**src/rtl/stopwatch_pkg.sv**
```systemverilog
// Shared types and constants for the millisecond stopwatch/countdown core.
// sat_add clamps programmed and counted values to a ceiling.
package stopwatch_pkg;

    localparam int TIME_W     = 39;
    localparam int MS_PER_SEC = 1000;
    localparam int MS_PER_MIN = 60_000;

    typedef enum logic [2:0] {
        IDLE,
        RUN,
        PAUSE,
        DONE,
        PROG
    } state_t;

    function automatic logic [TIME_W-1:0] sat_add(
        input logic [TIME_W-1:0] a,
        input logic [TIME_W-1:0] b,
        input logic [TIME_W-1:0] ceiling
    );
        logic [TIME_W-1:0] sum;
        sum = a + b;
        return (sum > ceiling) ? ceiling : sum;
    endfunction

endpackage

```
**src/rtl/stopwatch_core_ms_tick_gen.sv**
```systemverilog
// Millisecond tick divider: counts 0..TICK_DIV-1 while enabled and pulses
// tick on the terminal count. clr restarts the count so a fresh start gets a full period.
module ms_tick_gen #(
    parameter int TICK_DIV = 100_000
) (
    input  logic clk,
    input  logic rst,
    input  logic en,
    input  logic clr,
    output logic tick
);

    localparam int CNT_W = (TICK_DIV > 1) ? $clog2(TICK_DIV) : 1;
    localparam logic [CNT_W-1:0] LAST = CNT_W'(TICK_DIV - 1);

    logic [CNT_W-1:0] cnt_q;
    logic [CNT_W-1:0] cnt_d;

    assign tick = en && (cnt_q == LAST);

    always_comb begin
        cnt_d = cnt_q;
        if (clr) begin
            cnt_d = '0;
        end else if (en) begin
            cnt_d = (cnt_q == LAST) ? '0 : cnt_q + 1'b1;
        end
    end

    always_ff @(posedge clk) begin
        if (rst) begin
            cnt_q <= '0;
        end else begin
            cnt_q <= cnt_d;
        end
    end

endmodule

```
**src/rtl/stopwatch_core.sv**
```systemverilog
// Stopwatch/countdown core: edge detection, run/pause/program FSM and the
// time and preset registers. The preset survives rst and powers up as HCT_MS.
module stopwatch_core
    import stopwatch_pkg::*;
#(
    parameter int CLK_HZ   = 100_000_000,
    parameter int TICK_DIV = CLK_HZ / 1000,
    parameter int HCT_MS   = 60_000,
    parameter int MAX_MS   = 5_999_000
) (
    input  logic              clk,
    input  logic              rst,
    input  logic              s,
    input  logic              p,
    input  logic              u,
    input  logic              inc,
    input  logic              min,
    output logic [TIME_W-1:0] t,
    output logic              zero
);

    localparam logic [TIME_W-1:0] HCT      = TIME_W'(HCT_MS);
    localparam logic [TIME_W-1:0] MAX      = TIME_W'(MAX_MS);
    localparam logic [TIME_W-1:0] STEP_SEC = TIME_W'(MS_PER_SEC);
    localparam logic [TIME_W-1:0] STEP_MIN = TIME_W'(MS_PER_MIN);

    state_t            state_q, state_d;
    logic [TIME_W-1:0] t_q, t_d;
    logic [TIME_W-1:0] preset_q = HCT;
    logic [TIME_W-1:0] preset_d;
    logic              zero_q, zero_d;
    logic              dir_q, dir_d;
    logic              s_q, s_prev_q, inc_q, inc_prev_q;
    logic              s_evt, inc_evt;
    logic              tick, tick_en, tick_clr;

    assign s_evt   = s_q & ~s_prev_q;
    assign inc_evt = inc_q & ~inc_prev_q;
    assign tick_en = (state_q == RUN);
    assign t       = t_q;
    assign zero    = zero_q;

    ms_tick_gen #(
        .TICK_DIV(TICK_DIV)
    ) u_tick (
        .clk (clk),
        .rst (rst),
        .en  (tick_en),
        .clr (tick_clr),
        .tick(tick)
    );

    // p overrides everything except rst; a pause request on a countdown's final tick loses to DONE
    always_comb begin
        state_d  = state_q;
        t_d      = t_q;
        preset_d = preset_q;
        dir_d    = dir_q;
        tick_clr = 1'b0;
        if (p) begin
            if (state_q != PROG) begin
                state_d  = PROG;
                preset_d = '0;
                t_d      = '0;
            end else begin
                if (inc_evt) begin
                    preset_d = sat_add(preset_q, min ? STEP_MIN : STEP_SEC, MAX);
                end
                t_d = preset_d;
            end
        end else begin
            case (state_q)
                IDLE: begin
                    dir_d = u;
                    t_d   = u ? '0 : preset_q;
                    if (s_evt) begin
                        state_d  = RUN;
                        tick_clr = 1'b1;
                    end
                end
                RUN: begin
                    if (tick) begin
                        if (dir_q) begin
                            t_d = (t_q >= MAX) ? MAX : t_q + 1'b1;
                        end else if (t_q <= 1) begin
                            t_d     = '0;
                            state_d = DONE;
                        end else begin
                            t_d = t_q - 1'b1;
                        end
                    end
                    if (s_evt && state_d == RUN) begin
                        state_d = PAUSE;
                    end
                end
                PAUSE: begin
                    if (s_evt) begin
                        state_d  = RUN;
                        tick_clr = 1'b1;
                    end
                end
                DONE: begin
                    t_d = '0;
                end
                PROG: begin
                    state_d = IDLE;
                end
                default: begin
                    state_d = IDLE;
                end
            endcase
        end
        zero_d = (state_d == DONE);
    end

    always_ff @(posedge clk) begin
        if (rst) begin
            state_q    <= IDLE;
            t_q        <= '0;
            zero_q     <= 1'b0;
            dir_q      <= 1'b1;
            s_q        <= 1'b0;
            s_prev_q   <= 1'b0;
            inc_q      <= 1'b0;
            inc_prev_q <= 1'b0;
        end else begin
            state_q    <= state_d;
            t_q        <= t_d;
            zero_q     <= zero_d;
            dir_q      <= dir_d;
            preset_q   <= preset_d;
            s_q        <= s;
            s_prev_q   <= s_q;
            inc_q      <= inc;
            inc_prev_q <= inc_q;
        end
    end

endmodule

```
**config.mk**
```make
export PLATFORM = sky130hd
export DESIGN_NAME = stopwatch_core
export DESIGN_NICKNAME = d
export VERILOG_FILES = /design/src/rtl/stopwatch_pkg.sv /design/src/rtl/stopwatch_core_ms_tick_gen.sv /design/src/rtl/stopwatch_core.sv
export SDC_FILE = /design/constraint.sdc
export NUM_CORES = 1
export LEC_CHECK = 0
export BUFFER_PORTS_ARGS = -buffer_cell sky130_fd_sc_hd__buf_2
export CORE_ASPECT_RATIO = 1.2
export CORE_UTILIZATION = 50
export DETAILED_ROUTE_END_ITERATION = 6
export GPL_ROUTABILITY_DRIVEN = 0
export PLACE_DENSITY_LB_ADDON = 0.12
export SLEW_MARGIN = 20
export SYNTH_ARGS = -nofsm -noshare
export SYNTH_HDL_FRONTEND = slang
export SYNTH_SLANG_ARGS = --single-unit
```
**constraint.sdc**
```tcl
create_clock -name clk -period 8.1 [get_ports clk]
set_input_delay 0.405 -clock clk [delete_from_list [all_inputs] [get_ports clk]]
set_output_delay 0.405 -clock clk [all_outputs]
set_load 0.02 [all_outputs]
```
==> results of run 1 <==
-- worst paths after layout --
path | from | to | cells after the start
worst max-delay path | preset_q[3]$_DFFE_PP_ | preset_q[36]$_DFFE_PP_ | 12
worst max register to register | preset_q[3]$_DFFE_PP_ | preset_q[36]$_DFFE_PP_ | 12
worst min-delay path | s | s_q$_SDFF_PP0_ | 2
worst min register to register | s_q$_SDFF_PP0_ | s_prev_q$_SDFF_PP0_ | 1
-- synth_stat cells (all sizes together) (6+ instances only) --
cell	count	share of area
a31oi	13	0.0098
nor3	77	0.046
edfxtp	39	0.14
o31ai	14	0.013
nor2b	12	0.0090
a22oi	8	0.0072
buf	21	0.014
xor2	28	0.030
nor3b	13	0.012
o22ai	12	0.0090
inv	33	0.015
nand4	33	0.025
and2	13	0.010
a221oi	13	0.014
ha	13	0.020
a2111oi	7	0.0096
o22a	7	0.0074
o21ai	50	0.030
nand3	43	0.026
a211o	7	0.0074
nand2	102	0.046
a211oi	17	0.015
a21oi	56	0.035
or3	12	0.0090
o32ai	22	0.039
o311ai	6	0.0093
xnor2	19	0.020
mux2i	7	0.0084
clkbuf	68	0.031
and3	25	0.019
a21o	7	0.0063
dfxtp	65	0.16
nor4	27	0.020
nand3b	10	0.0090
nor2	89	0.040
or4	6	0.0054
-- state kept, by name, indices dropped and copies added, names as in the netlist --
register	flops
dir_q	1
inc_prev_q	1
inc_q	1
preset_q	39
s_prev_q	1
s_q	1
state_q	3
t	39
u_tick.cnt_q	17
zero	1
-- metal layers --
layer / global-route usage / vias up / wire length [um]
li1: - / 4006 / -
met1: 0.427 / 4051 / 11500
met2: 0.521 / 409 / 12700
met3: 0.0387 / 87 / 1850
met4: 0.197 / 0 / 1540
met5: 0 / - / 0
-- logic make-up after synthesis --
group                    Yosys count
XOR/XNOR                          47
flip-flops                       104
AND/OR/NAND/NOR                  483
buffers and inverters            122
adder cells (fa/ha/maj)           13
AO/OA/AOI/OAI                    292
multiplexers                       7
-- worst max-delay path, stage by stage (launching register included) --
cell and delay [ns]:
edfxtp_1 0.40, ha_1 0.34, ha_1 0.38, o311ai_4 0.19, a2111oi_0 0.93, o21ai_0 0.32
mux2i_1 0.18, a2111oi_0 0.36, and4_1 0.35, and2_4 0.20, a21oi_4 0.05, buf_4 0.36
nor3_1 0.28
-- power by group --
group	leakage (nW)	internal (mW)	switching, mW
Combinational	1.98	0.0962	0.180
Sequential	0.908	0.563	0.0474
Clock	0.142	0.245	0.219
-- stage by stage --
stage	hold slack, ns	util	power (mW)
finish	0.254	0.547	1.35
global route	0.264	0.547	1.40
CTS	0.247	0.547	1.35
detailed placement	0.453	0.528	0.890
global placement	0.435	0.528	0.889
floorplan	0.430	-	0.808
-- area by class of cell --
| cell class | count | area (sq um) | area share |
|---|---|---|---|
| timing repair buffer | 60 | 335 | 0.0378 |
| clock buffer | 10 | 229 | 0.0258 |
| tap | 212 | 265 | 0.0299 |
| sequential | 104 | 2470 | 0.279 |
| multi-input combinational | 842 | 5370 | 0.605 |
| inverter | 33 | 124 | 0.0140 |
| clock inverter | 6 | 73.8 | 0.00833 |
==> results.toml, run 1 <==
[status]
outcome = "completed"

[logic_synthesis]
ys_async_sr_fraction = 0
synth_compound_area_frac = 0.267
syn_avg_cell_area_sq_um = 7.77
synth_xor_xnor_area_share = 0.0496
synth-simple-area-share = 0.298
synth_edf_count = 39
synth_top_family_by_area = "simple AND/OR/NAND/NOR gates"
synthMuxAreaShare = 0.00844
ys_types = 78
yosysSeqAreaShare = 0.298
yosys_warnings = 0
syn_inst = 1068
ys.flop_type = "dfxtp_1"
netlist_area_sq_um = 8300
synth_adder_area_share = 0.0196
synth_nets = 1088
ys_ff_latch = 104

[clock_tree]
cts.sinks = 104
cts_setup_buffers = 0
ctsHoldBuffers = 0
htreeDepth = 3
cts.clk_slew.worst_paths_ns = 0.08
insertion_delay_ns = 0.36
cts_tree = "built"
cts_buffer_depth = 2
cts_root_buffer = "clkbuf_16"
cts_resized = 0
numCtsBuffers = 9

[setup_path]
worstSetupStartpointType = "register"
cp-end-kind = "register"
critPathMaxFanout = 42
reg2reg_setup_slack_ns = 3.56
critical_path_class = "register to register"
cp.required_ns = 8.28
cp.arrival_ns = 4.72

[grt]
antenna_found_initial = 0
grt_overflow = 0
grt_max_degree = 50
grt_first_pass_wirelength_um = 43500
grt_pass1_vias = 7844
grt_usage = 0.328

[die]
pin_count = 47
core-area_sq_um = 16200
die_h_um = 143
start_util = 0.512
rows = 51
dieArea_sq_um = 17100
die_w_um = 120

[route]
num_vias = 8553
drt_iter0_drc = 1015
via_per_inst = 6.75
post-route-drc-count = 0
wl_um = 27700
drt_pre_antenna_iters = 6
ant_nets = 0
wl_per_cell_um = 21.8

[sta]
finClkSkew_ns = 0.00993
clock.fmax_mhz = 220
relSlewSlack = 0.281
finalSetupViolCount = 0
final.setup.tns_ns = 0
grt_setup_unrepaired = "false"
fin_crit_sh = 0.560
maxSlewViolCount = 0
min_period_ns = 4.54
tightest_slew_ns = 1.08
hold_viol_final = 0
worst_slack_ns = 3.56

[finish]
insertedDiodeCount = 0
nets = 1070
drive_gt1_frac = 0.111
final_cell_mix = "nand2_1 (100), nor2_1 (89), nor3_1 (77)"
fin_cells = 1267
final_area_sq_um = 8870
layout_commonest_cell = "nand2_1"
fill_cells = 1604
syn2layout_area_growth_pct = 6.83

[placed_design]
dp.cells = 1251
io_buffers = 46
dp_hpwl_um = 19700
pre_cts_ws_ns = 3.46
placed_area_sq_um = 8560

[worst_hold_path]
hold_class = "input port to register"

[job]
max_cap_violations = 0

[pwr]
leakage_nw = 3.03
ir_drop_uv = 110
power_density_nw_per_um2 = 152
Power figures use the tool's default switching activity.
==> inputs of run 2 (changes only) <==
Clock period 8.1 ns to 3.95 ns, I/O delays scaled along.
==> run 2 against run 1 <==
Core utilization up 1.6 points. First-iteration DRC count fell by 9.9%. Largest cell class unchanged. Largest power group unchanged. Sequential power up 100%. Clock skew up 0.0034 ns.
==> results.toml, run 2 (same netlist as run 1, synthesis figures left out) <==
[status]
outcome = "completed"

[finish]
final_cell_mix = "nand2_1 (101), nor2_1 (89), nor3_1 (76)"
syn2layout_area_growth_pct = 9.95
drive_gt1_frac = 0.136
insertedDiodeCount = 0
layout_commonest_cell = "nand2_1"
nets = 1102
fin_cells = 1299
final_area_sq_um = 9130

[clock_tree]
htreeDepth = 3
cts_setup_buffers = 0
cts.sinks = 104
insertion_delay_ns = 0.37
cts.clk_slew.worst_paths_ns = 0.08
cts_buffer_depth = 2
cts_tree = "built"
cts_resized = 0
cts_root_buffer = "clkbuf_16"
ctsHoldBuffers = 0
numCtsBuffers = 9

[setup_path]
cp-end-kind = "register"
cp.arrival_ns = 3.90
critPathMaxFanout = 13
cp.required_ns = 4.04
critical_path_class = "register to register"
worstSetupStartpointType = "register"

[grt]
antenna_found_initial = 0
grt_pass1_vias = 7915
grt_overflow = 0
grt_max_degree = 49
grt_first_pass_wirelength_um = 43900
grt_usage = 0.334

[sta]
clock.fmax_mhz = 263
grt_setup_unrepaired = "false"
finClkSkew_ns = 0.0134
hold_viol_final = 0
finalSetupViolCount = 0
tightest_slew_ns = 0.979
fin_crit_sh = 0.964
maxSlewViolCount = 0
hold_ws_ns = 0.0508
final.setup.tns_ns = 0
relSlewSlack = 0.347
min_period_ns = 3.81

[pwr]
ir_drop_uv = 221
leakage_nw = 3.20
power_density_nw_per_um2 = 306

[placed_design]
placed_area_sq_um = 8810
io_buffers = 46
dp.cells = 1283
dp_hpwl_um = 20900

[route]
drt_pre_antenna_iters = 5
via_per_inst = 6.75
wl_per_cell_um = 21.9
num_vias = 8762
wl_um = 28500
post-route-drc-count = 0
drt_iter0_drc = 915
ant_nets = 0

[die]
pin_count = 47
rows = 51
start_util = 0.512
die_w_um = 120
die_h_um = 143
core-area_sq_um = 16200
dieArea_sq_um = 17100

[job]
max_cap_violations = 0

[worst_hold_path]
hold_class = "input port to register"
-- run 2: path summary, 6_finish.rpt --
| path | from | end | slack, ns | depth (start not counted) |
|---|---|---|---|---|
| worst max-delay path | preset_q[8]$_DFFE_PP_ | preset_q[20]$_DFFE_PP_ | 0.14 | 10 |
| worst min-delay path | inc | inc_q$_SDFF_PP0_ | 0.05 | 2 |
| worst max register to register | preset_q[8]$_DFFE_PP_ | preset_q[20]$_DFFE_PP_ | 0.14 | 10 |
| worst min register to register | s_q$_SDFF_PP0_ | s_prev_q$_SDFF_PP0_ | 0.45 | 1 |
-- run 2: critical path, stage by stage (launching register included) --
cell       delay, ns
edfxtp_1        0.42
ha_1            0.41
o311ai_4        0.17
a2111oi_0       0.71
o21ai_0         0.29
mux2i_1         0.17
a2111oi_0       0.36
and4_1          0.33
nand2_2         0.22
nor4_1          0.37
nor3_1          0.09
-- run 2: area by class of cell --
| class | count | area, sq um |
|---|---|---|
| Fill cell | 1562 | 7080 |
| Multi-Input combinational cell | 842 | 5370 |
| Sequential cell | 104 | 2470 |
| Timing Repair Buffer | 92 | 588 |
| Tap cell | 212 | 265 |
| Clock buffer | 12 | 256 |
| Inverter | 33 | 124 |
| Clock inverter | 4 | 51.3 |
-- run 2: metal layers --
layer	global-route usage	vias to the layer above	part of all wire
met5	0	-	0
met4	0.200	0	0.058
met3	0.0455	91	0.066
met2	0.552	421	0.47
met1	0.413	4176	0.41
li1	-	4074	-
-- run 2: metrics by stage --
stage | util | setup slack [ns] | power [mW]
floorplan | - | 0.457 | 1.66
global placement | 0.544 | 0.121 | 1.85
detailed placement | 0.544 | 0.0997 | 1.86
CTS | 0.563 | 0.144 | 2.78
global route | 0.563 | 0.000793 | 2.90
finish | 0.563 | 0.143 | 2.80
-- run 2: power by group --
part / total [mW] / internal [mW] / switching, mW
sequential: 1.24 / 1.15 / 0.0823
clock: 0.947 / 0.528 / 0.418
combinational: 0.614 / 0.220 / 0.394
total: 2.80 / 1.90 / 0.895
==> inputs of run 3 (changes only) <==
Settings changed: ABC_AREA set to 1.
==> run 3 against run 2 <==
Combinational power is 9.1% higher. Synthesized cell count is 30% higher. Final area grew 2.0%. Worst hold slack got worse by 0.018 ns.
==> results.toml, run 3 <==
[status]
outcome = "completed"

[placed_design]
dp_hpwl_um = 22300
dp.cells = 1620
pre_cts_ws_ns = 0.815
io_buffers = 46
placed_area_sq_um = 9000

[die]
die_w_um = 122
rows = 52
pin_count = 47
core-area_sq_um = 16900
start_util = 0.510
die_h_um = 146
dieArea_sq_um = 17700

[clock_tree]
insertion_delay_ns = 0.37
ctsHoldBuffers = 0
cts_resized = 0
htreeDepth = 3
numCtsBuffers = 9
cts.sinks = 104
cts_buffer_depth = 2
cts_tree = "built"
cts_root_buffer = "clkbuf_16"
cts_setup_buffers = 0
cts.clk_slew.worst_paths_ns = 0.08

[pwr]
p_seq_frac = 0.428
clockPowerShare = 0.337
switching_share = 0.351
leakage_nw = 4.29
p_int_mw = 1.85
p_comb_frac = 0.235
power_density_nw_per_um2 = 306
p_switching_mw = 0.999
ir_drop_uv = 229
total_power_mw = 2.85

[setup_path]
critPathMaxFanout = 7
cp.arrival_ns = 3.34
reg2reg_setup_slack_ns = 0.73
worstSetupStartpointType = "register"
reg2reg_from = "preset_q[3]$_DFFE_PP_"
r2r_cells = 18
cp-end-kind = "register"
critical_path_class = "register to register"
r2r_end = "preset_q[16]$_DFFE_PP_"
cp.required_ns = 4.07

[route]
wl_per_cell_um = 17.7
drt_pre_antenna_iters = 6
post-route-drc-count = 0
via_per_inst = 5.79
ant_nets = 0
num_vias = 9468
wl_um = 29000
drt_iter0_drc = 986

[logic_synthesis]
ys_async_sr_fraction = 0
synth_area_leaders = "nand2_1 (16%), dfxtp_1 (15%), edfxtp_1 (14%)"
synth.most_common_cell = "nand2_1"
yosysSeqAreaShare = 0.288
yosys_warnings = 0
yosys-top-cells-count = "nand2_1 (374), inv_1 (183), nor2_1 (181)"
ys_ff_latch = 104
syn_avg_cell_area_sq_um = 6.18
synth_edf_count = 39
ys.flop_type = "dfxtp_1"
netlist_area_sq_um = 8590
synth_top_area_share = 0.163
synth_nets = 1411
syn_inst = 1391
ys_types = 52
synth_top_cell_by_area = "nand2_1"

[sta]
worst_slack_ns = 0.727
min_period_ns = 3.22
finClkSkew_ns = 0.0120
hold_viol_final = 0
finalSetupViolCount = 0
maxSlewViolCount = 0
relSlewSlack = 0.504
final.setup.tns_ns = 0
hold_ws_ns = 0.0327
fin_crit_sh = 0.816
grt_setup_unrepaired = "false"
tightest_slew_ns = 0.744
clock.fmax_mhz = 310

[finish]
drive_gt1_frac = 0.0845
syn2layout_area_growth_pct = 8.37
final_cell_mix = "nand2_1 (374), inv_1 (183), nor2_1 (178)"
insertedDiodeCount = 0
fin_cells = 1636
final_util = 0.552
nets = 1435
layout_commonest_cell = "nand2_1"
final_area_sq_um = 9310

[worst_hold_path]
hold_depth = 3
min_from = "s"
hold_end = "s_q$_SDFF_PP0_"
hold_class = "input port to register"

[job]
max_cap_violations = 0

[grt]
antenna_found_initial = 0
grt_overflow = 0
grt_first_pass_wirelength_um = 45700
grt_max_degree = 55
grt_usage = 0.336
grt_pass1_vias = 8669
[run 3: changes by cell type after synthesis, moves of 16 or more]
cell | previous run | this run
inv_1 | 33 | 183
nor3_1 | 77 | 52
nand2_1 | 101 | 374
xor2_1 | 28 | 44
nor2_1 | 89 | 181
nand3_1 | 43 | 85
clkbuf_1 | 68 | 34
o21ai_0 | 49 | 72
o32ai_2 | 17 | 0
and3_1 | 25 | 0
nor4_1 | 27 | 10
[run 3: cell type report]
type | instances | area, sq um
flip-flops and latches | 104 | 2470
repair buffers | 57 | 313
clock inverters | 7 | 87.6
multi-input cells | 1052 | 5230
inverters | 191 | 717
clock buffers | 9 | 225
fillers | 1733 | 7540
well taps | 216 | 270
[run 3: layer usage]
| layer | part of all wire | global-route usage |
|---|---|---|
| met1 | 0.42 | 0.448 |
| met2 | 0.46 | 0.538 |
| met3 | 0.081 | 0.0451 |
| met4 | 0.041 | 0.149 |
| met5 | 0 | 0 |
[run 3: kinds of logic (layout without fill, tap and decap cells)]
family                     after synthesis  in the layout  synth area share
and+or+nand+nor                        778            778             0.392
adders and majority gates               13             13            0.0189
DFF                                    104            104             0.288
AOI/OAI and AO/OA                      207            207             0.140
buffers and inverters                  235            264             0.105
xor gates and xnor gates                54             54            0.0551
[run 3: power by group through the flow]
stage	Combinational (mW)	Clock [mW]	Sequential, mW
floorplan	0.460	0	1.23
global placement	0.653	0	1.24
detailed placement	0.652	0	1.24
CTS	0.655	0.967	1.22
global route	0.736	1.01	1.22
finish	0.670	0.959	1.22
[run 3: worst max path at each step]
stage | start | to | slack, ns | depth (start not counted)
after floorplan | preset_q[3]$_DFFE_PP_ | preset_q[16]$_DFFE_PP_ | 1.38 | 19
after global placement | min | t[13]$_SDFFE_PP0P_ | 0.80 | 22
after detailed placement | min | preset_q[16]$_DFFE_PP_ | 0.81 | 21
after CTS | preset_q[3]$_DFFE_PP_ | preset_q[16]$_DFFE_PP_ | 0.79 | 18
after global routing | preset_q[3]$_DFFE_PP_ | preset_q[16]$_DFFE_PP_ | 0.48 | 19
final | preset_q[3]$_DFFE_PP_ | preset_q[16]$_DFFE_PP_ | 0.73 | 18
[run 3: worst max-delay path: stages (launching register included)]
cell and delay, ns:
edfxtp_1 0.45, ha_1 0.25, ha_1 0.22, nor2_1 0.11
nand2_1 0.15, nand2_1 0.12, nand2_1 0.12, nand2_1 0.12
nand3_2 0.14, nand3_1 0.11, nand2_1 0.12, nor2_1 0.12
nand3_1 0.09, nor2_1 0.14, nand3_2 0.12, nand2_4 0.14
nand2_2 0.10, o21ai_0 0.27, inv_1 0.06
